[src/rtl/spi_master_gen.sv]
// spi_master_gen: parametrised full-duplex SPI master with all four CPOL/CPHA modes and NUM_CS active-low selects.
// Latency: busy for (2*DATA_WIDTH+2)*CLK_DIV cycles after start is taken; done pulses in the first idle cycle after that.
// Backpressure: start is taken only in IDLE with a valid cs_sel; requests while busy or out of range are dropped, not queued.
// Ports: clk/reset (async, active low); start, cs_sel, polarity, phase, lsb_first, data_wr (request);
//        data_rd, busy, done (result); spi_clk, cs, mosi, miso (SPI pins); state, count (debug).
module spi_master_gen #(
  parameter  int DATA_WIDTH = 8,
  parameter  int CLK_DIV    = 4,
  parameter  int NUM_CS     = 2,
  localparam int CS_W       = (NUM_CS > 1) ? $clog2(NUM_CS) : 1,
  localparam int CNT_W      = $clog2(DATA_WIDTH + 1)
) (
  input  logic                  clk,
  input  logic                  reset,
  input  logic                  start,
  input  logic [CS_W-1:0]       cs_sel,
  input  logic                  polarity,
  input  logic                  phase,
  input  logic                  lsb_first,
  input  logic [DATA_WIDTH-1:0] data_wr,
  output logic [DATA_WIDTH-1:0] data_rd,
  output logic                  busy,
  output logic                  done,
  output logic                  spi_clk,
  output logic [NUM_CS-1:0]     cs,
  output logic                  mosi,
  input  logic                  miso,
  output logic [1:0]            state,
  output logic [CNT_W-1:0]      count
);

  localparam int DIV_W  = (CLK_DIV > 1) ? $clog2(CLK_DIV) : 1;
  localparam int EDGE_W = $clog2(2 * DATA_WIDTH + 1);

  typedef enum logic [1:0] {IDLE = 2'd0, LEAD = 2'd1, XFER = 2'd2, LAG = 2'd3} state_t;

  state_t                state_q, state_d;
  logic [DIV_W-1:0]      div_q, div_d;
  logic [EDGE_W-1:0]     edge_q, edge_d;
  logic [CNT_W-1:0]      count_q, count_d;
  logic [DATA_WIDTH-1:0] tx_q, tx_d;
  logic [DATA_WIDTH-1:0] rx_q, rx_d;
  logic                  cpha_q, cpha_d;
  logic                  lsb_q, lsb_d;
  logic                  busy_q, busy_d;
  logic                  done_q, done_d;
  logic                  spi_clk_q, spi_clk_d;
  logic [NUM_CS-1:0]     cs_q, cs_d;
  logic                  mosi_q, mosi_d;
  logic [DATA_WIDTH-1:0] data_rd_q, data_rd_d;

  logic                  tick, lead_edge, sample_edge, last_edge;
  logic [DIV_W-1:0]      div_step;
  logic [(2**CS_W)-1:0]  sel_ok;

  function automatic logic first_bit(input logic [DATA_WIDTH-1:0] v, input logic lsb);
    return lsb ? v[0] : v[DATA_WIDTH-1];
  endfunction

  function automatic logic [DATA_WIDTH-1:0] shift_out(input logic [DATA_WIDTH-1:0] v, input logic lsb);
    return lsb ? (v >> 1) : (v << 1);
  endfunction

  // Table of legal selects; avoids a compare that is constant when NUM_CS is a power of two.
  always_comb begin
    sel_ok = '0;
    for (int i = 0; i < 2**CS_W; i++) sel_ok[i] = (i < NUM_CS);
  end

  always_comb begin
    state_d   = state_q;
    div_d     = div_q;
    edge_d    = edge_q;
    count_d   = count_q;
    tx_d      = tx_q;
    rx_d      = rx_q;
    cpha_d    = cpha_q;
    lsb_d     = lsb_q;
    busy_d    = busy_q;
    done_d    = 1'b0;
    spi_clk_d = spi_clk_q;
    cs_d      = cs_q;
    mosi_d    = mosi_q;
    data_rd_d = data_rd_q;

    tick        = (div_q == DIV_W'(CLK_DIV - 1));
    div_step    = tick ? '0 : div_q + DIV_W'(1);
    // The edge about to happen is edge_q+1; odd-numbered edges are leading.
    lead_edge   = ~edge_q[0];
    sample_edge = (lead_edge != cpha_q);
    last_edge   = (edge_q == EDGE_W'(2 * DATA_WIDTH - 1));

    case (state_q)
      IDLE: begin
        div_d     = '0;
        spi_clk_d = polarity;
        mosi_d    = 1'b0;
        cs_d      = '1;
        if (start && sel_ok[cs_sel]) begin
          state_d = LEAD;
          busy_d  = 1'b1;
          cs_d    = ~(NUM_CS'(1) << cs_sel);
          cpha_d  = phase;
          lsb_d   = lsb_first;
          edge_d  = '0;
          count_d = '0;
          // CPHA=0 slaves sample on the first edge, so the first bit goes out with cs.
          if (!phase) begin
            mosi_d = first_bit(data_wr, lsb_first);
            tx_d   = shift_out(data_wr, lsb_first);
          end else begin
            tx_d   = data_wr;
          end
        end
      end
      LEAD: begin
        div_d = div_step;
        if (tick) state_d = XFER;
      end
      XFER: begin
        div_d = div_step;
        if (tick) begin
          spi_clk_d = ~spi_clk_q;
          edge_d    = edge_q + EDGE_W'(1);
          if (sample_edge) begin
            rx_d    = lsb_q ? {miso, rx_q[DATA_WIDTH-1:1]} : {rx_q[DATA_WIDTH-2:0], miso};
            count_d = count_q + CNT_W'(1);
          end else if (cpha_q || !last_edge) begin
            // CPHA=0 final trailing edge has no bit left to present.
            mosi_d = first_bit(tx_q, lsb_q);
            tx_d   = shift_out(tx_q, lsb_q);
          end
          if (last_edge) state_d = LAG;
        end
      end
      LAG: begin
        div_d = div_step;
        if (tick) begin
          state_d   = IDLE;
          busy_d    = 1'b0;
          done_d    = 1'b1;
          cs_d      = '1;
          mosi_d    = 1'b0;
          data_rd_d = rx_q;
        end
      end
      default: state_d = IDLE;
    endcase
  end

  always_ff @(posedge clk or negedge reset) begin
    if (!reset) begin
      state_q   <= IDLE;
      div_q     <= '0;
      edge_q    <= '0;
      count_q   <= '0;
      tx_q      <= '0;
      rx_q      <= '0;
      cpha_q    <= 1'b0;
      lsb_q     <= 1'b0;
      busy_q    <= 1'b0;
      done_q    <= 1'b0;
      spi_clk_q <= 1'b0;
      cs_q      <= '1;
      mosi_q    <= 1'b0;
      data_rd_q <= '0;
    end else begin
      state_q   <= state_d;
      div_q     <= div_d;
      edge_q    <= edge_d;
      count_q   <= count_d;
      tx_q      <= tx_d;
      rx_q      <= rx_d;
      cpha_q    <= cpha_d;
      lsb_q     <= lsb_d;
      busy_q    <= busy_d;
      done_q    <= done_d;
      spi_clk_q <= spi_clk_d;
      cs_q      <= cs_d;
      mosi_q    <= mosi_d;
      data_rd_q <= data_rd_d;
    end
  end

  assign data_rd = data_rd_q;
  assign busy    = busy_q;
  assign done    = done_q;
  assign spi_clk = spi_clk_q;
  assign cs      = cs_q;
  assign mosi    = mosi_q;
  assign state   = state_q;
  assign count   = count_q;

endmodule

[config.mk]
export PLATFORM = sky130hd
export DESIGN_NAME = spi_master_gen
export DESIGN_NICKNAME = d
export VERILOG_FILES = /design/src/rtl/spi_master_gen.sv
export SDC_FILE = /design/constraint.sdc
export NUM_CORES = 1
export LEC_CHECK = 0
export ABC_AREA = 1
export BUFFER_PORTS_ARGS = -buffer_cell sky130_fd_sc_hd__buf_2
export CORE_MARGIN = 2
export CORE_UTILIZATION = 50
export CTS_CLUSTER_SIZE = 14
export DETAILED_ROUTE_END_ITERATION = 8
export PLACE_DENSITY = 0.73
export SYNTH_ARGS = -nofsm -noshare
export SYNTH_HDL_FRONTEND = slang
export SYNTH_SLANG_ARGS = --single-unit
[constraint.sdc]
create_clock -name clk -period 1.6 [get_ports clk]
set_input_delay 0.08 -clock clk [delete_from_list [all_inputs] [get_ports clk]]
set_output_delay 0.08 -clock clk [all_outputs]
set_load 0.02 [all_outputs]
# After elaboration in Yosys (flattened, before gate mapping)
# Index checks and enable logic that the tools add are counted.
[totals]
wordCells = 98
ff_bits = 45
in_bits = 16
[op_classes]
magnitude_cmp = 1
reduce_logical = 19
add_sub_neg = 3
eq_ne = 14
shift = 1
mux = 43
bitwise = 3
[op_table]
columns = ["operator", "n"]
rows = [
  ["$mux 8", 8],
  ["$mux 2", 8],
  ["$ne 2x2->1 const B", 8],
  ["$pmux 8 s2", 1],
  ["$reduce_and 5->1", 3],
  ["$mux 1", 13],
  ["$mux 4", 3],
  ["$mux 5", 2],
  ["$pmux 5 s2", 1],
  ["$reduce_and 3->1", 3],
  ["$pmux 2 s2", 2],
  ["$pmux 2 s4", 1],
  ["$pmux 4 s2", 1],
  ["$reduce_and 2->1", 4],
  ["$eq 2x2->1 const B", 3],
  ["$add 5x1->5 const B", 1],
  ["$eq 5x4->1 const B", 1],
  ["$add 4x1->4 const B", 1],
  ["$pmux 1 s2", 2],
  ["$reduce_and 4->1", 1],
  ["$reduce_bool 2->1", 2],
  ["$pmux 1 s3", 1],
  ["$reduce_bool 3->1", 1],
  ["$reduce_or 3->1", 1],
  ["11 further kinds", 12],
]

# Logic depth before layout (Yosys ltp)
[depth]
depth_word = 7
depth_mapped = 10
depth_no_buf = 10

# Least setup slack after synthesis
# OpenSTA, ideal clock, no wires.
[synth_timing]
kind = "flip-flop to flip-flop"
start = "register state_q[0] (netlist: state[0])"
end = "register tx_q[1]"
setup_slack_ps = 43
path_stages_with_launch = 9
t_required_ps = 1535
t_arrival_ps = 1492
cell_sequence = "dfrtp_1 > inv_1 > ha_1 > buf_2 > nor2_1 > nand3_1 > nand3_1 > nand2_1 > nand2_1"
[synth_between]
elab_chain_len = 3
[synth_lines]
columns = ["item", "line", "text"]
rows = [
  ["from (decl)", "37", "state_t state_q, state_d;"],
  ["from (signal assigned)", "168", "state_q <= state_d;"],
  ["$eq 2x2->1 or $logic_not 2->1 (tied branches)", "93", "case (state_q)"],
  ["$ne 2x2->1 (no source line) or $reduce_bool 2->1 (tied branches)", "--", ""],
  ["$reduce_and 5->1 (no source line)", "--", ""],
  ["to (signal assigned)", "172", "tx_q <= tx_d;"],
  ["to (decl)", "41", "logic [DATA_WIDTH-1:0] tx_q, tx_d;"],
]
# Parallel ways exist; a longest one is shown, timed or not.
# A chain may end at the register's enable or synchronous reset.

# Final worst setup path
[layout_timing]
start = "register edge_q[1]"
end = "register state_q[1] (netlist: state[1])"
[layout_between]
elab_chain_len = 3
[layout_lines]
columns = ["item", "line", "text"]
rows = [
  ["from (decl)", "39", "logic [EDGE_W-1:0] edge_q, edge_d;"],
  ["from (signal assigned)", "170", "edge_q <= edge_d;"],
  ["$eq 5x4->1", "91", "last_edge = (edge_q == EDGE_W'(2 * DATA_WIDTH - 1));"],
  ["$ne 2x2->1 (no source line)", "--", ""],
  ["$reduce_and 5->1 (no source line)", "--", ""],
]
# No other way between the ends.

==> results.sh <==
export IMPL_timing_final_ws_setup_ns=0.0949
export IMPL_crit_chain="ha_2 -> nand2_2 -> nor2_2 -> ha_2 -> inv_1 -> nand2_1 -> nand3_2 -> nor2_4 -> nand2_1 -> o21ai_1"
export IMPL_slew_headroom_pct=72.7
export IMPL_fin_crit_ns=1.51
export IMPL_grt_pass1_wl_mm=8.98
export IMPL_drive_above_1_share_pct=22.9
export IMPL_vias=2267
export IMPL_finalWirelength_mm=5.33
export IMPL_ys_warn_count=0
export IMPL_antenna_found_initial=0
export IMPL_grt_max_degree=30
export IMPL_synth_cell_types=26
export IMPL_io_pins=36
export IMPL_tightest_slew_ns=0.409
export IMPL_pre_cts_ws_ns=0.0409
export IMPL_dr_pass1_iters=4
export IMPL_grt_pass1_vias=2041
export IMPL_finalCoreUtilization_pct=63.7
export IMPL_cpPeakStageDelay_ns=0.36
export IMPL_postRouteAntennaNets=0
export IMPL_p_per_area_mw_per_mm2=1740
export IMPL_dp_hpwl_mm=4.01
export IMPL_whs_ns=0.141
export IMPL_gp_congestion=0.888
export IMPL_antenna_cells=0
export IMPL_cp_num_buf_inv=1
export IMPL_fmax_ghz=0.664
export IMPL_cts_htree_levels=2
export IMPL_rows=25
export IMPL_fill_cells=452
export IMPL_end_kind="flop"
export IMPL_synth_area_mm2=0.00248
export IMPL_synthCells=343
export IMPL_cts_path_max_buffers=2
export IMPL_syn_area_per_cell_um2=7.24
export IMPL_cp_top_family="simple AND/OR/NAND/NOR gates"
export IMPL_critPathLaunchType="flop"
export IMPL_p_leak_uw=0.00160
export IMPL_design_area_mm2=0.00303
export IMPL_clkSinkCount=45
export IMPL_overflow=0
export IMPL_die_x_um=74.5
export IMPL_placed_area_mm2=0.00285
export IMPL_cap_violations=0
export IMPL_initialDrtViolationCount=133
export IMPL_area_growth_synth_to_final_pct=22.0
export IMPL_irDropWorstVdd_v=0.000800
export IMPL_post_route_period_util_pct=94.1
export IMPL_clk_pin_slew_ns=0.09
export IMPL_worstPathMaxFanout=4
export IMPL_nets=421
export IMPL_cts_root_buf="clkbuf_8"
export IMPL_power_uw=5260
export IMPL_die_y_um=74.5
export IMPL_wire_per_inst_um=11.5
export IMPL_worstHoldPathType="in2reg"
export IMPL_cp_arrival_ns=1.73
export IMPL_cts_tree="done"
export IMPL_crit_required_ns=1.83
export IMPL_cts_made_buffers=5
export IMPL_most_common_layout_cells="nand2_1 (122), dfrtp_1 (43), buf_2 (35)"
export IMPL_synth_net_count=367
export IMPL_final_common_cell="nand2_1"
export IMPL_track_usage_pct=20.6
export IMPL_final_hold_viol_count=0
export IMPL_initial_core_util_pct=52.2
export IMPL_setup_viol=0
export IMPL_crit_slowest_cell="dfrtp_1"
export IMPL_ys_seq_elements=45
export IMPL_clock_skew_ns=0.00527
export IMPL_viasPerCell=4.88
export IMPL_path_class="reg2reg"
export IMPL_maxSlewViolCount=0
export IMPL_drc=0
export IMPL_seq_area_frac_synth_pct=45.4
export IMPL_status="finished clean"
export IMPL_core_area_mm2=0.00475
export IMPL_clkLatencyLatePin_ns=0.30
export IMPL_io_buffers=35
export IMPL_dieArea_mm2=0.00555
-- state kept, by name (all words and copies together), names as in the netlist --
name	count
cs	2
done	1
mosi	1
state	2
rx_q	8
cpha_q	1
lsb_q	1
data_rd	8
busy	1
div_q	2
tx_q	8
edge_q	5
spi_clk	1
count	4
-- per-stage QoR --
step,cells,TNS [ns]
finish,465,0
global placement,455,0
detailed placement,455,0
global route,465,-0.0540
CTS,465,0
floorplan,343,0
-- area by class of cell --
type	instances	area, um^2	share of cell area [%]
multi-input cells	250	1210	40.0
flip-flops and latches	45	1130	37.2
clock inverters	2	38.8	1.28
well taps	67	83.8	2.77
inverters	40	150	4.95
repair buffers	55	343	11.3
clock buffers	6	72.6	2.39
-- repair_timing --
item	in CTS	in global routing
endpoints found under the setup margin	0	13
resized for setup	0	16
buffers inserted	0	0
hold buffers	2	0
endpoints found under the hold margin	17	0
-- final timing paths --
check	start	to	slack, ns	cells past startpoint
max	edge_q[1]$_DFFE_PN0P_	state[1]$_DFFE_PN0P_	0.09	10
max in group asynchronous	reset	cs[0]$_DFFE_PN1P_	0.82	3
min reg2reg	div_q[0]$_DFF_PN0_	div_q[0]$_DFF_PN0_	0.45	1
min	start	busy$_DFFE_PN0P_	0.14	3
max reg2reg	edge_q[1]$_DFFE_PN0P_	state[1]$_DFFE_PN0P_	0.09	10
min in group asynchronous	reset	state[1]$_DFFE_PN0P_	0.24	2
-- cells in the mapped netlist (all sizes together) --
library cell | n | area share [%]
or2 | 1 | 0.25
o22ai | 1 | 0.25
a31oi | 3 | 0.76
a21oi | 2 | 0.40
buf | 4 | 1.1
dfrtp | 43 | 43
clkbuf | 4 | 0.60
ha | 8 | 4.0
nor3 | 1 | 0.20
nand2 | 130 | 20
o21ai | 37 | 7.5
clkinv | 2 | 0.30
inv | 38 | 5.7
nand4 | 2 | 0.50
nand3 | 29 | 6.5
xor2 | 1 | 0.35
a21o | 1 | 0.30
nor2 | 34 | 5.7
dfstp | 2 | 2.1
-- power breakdown --
group          internal [uW]  switching, uW  total [uW]
Combinational            996           1670        2670
Clock                    469            401         870
Sequential              1500            222        1720
Total                   2970           2300        5260
-- layer usage --
metal | up-vias | wire length (um) | track usage, %
met2 | 49 | 2530 | 34.6
met3 | 7 | 212 | 3.79
met5 | - | 0 | 0
met4 | 0 | 48 | 4.56
li1 | 1184 | - | -
met1 | 1027 | 2540 | 28.0
-- cells by family (layout without fill, tap and decap cells) --
logic type	Yosys count	after routing	share of synthesized area [%]
buf+inv	48	103	7.71
compound gates	44	44	9.17
fa+ha+maj	8	8	4.03
xor+xnor	1	1	0.353
simple gates	197	197	33.3
flops	45	45	45.4
-- worst reg2reg max path: cells and delay by family (launching register included) --
family,cells,cell delay (ns)
adder cells (fa/ha/maj),2,0.39
AND/OR/NAND/NOR,6,0.57
AO/OA/AOI/OAI,1,0.07
flip-flops,1,0.36
buffers and inverters,1,0.06
No activity file was read; power rests on OpenSTA's default activity.
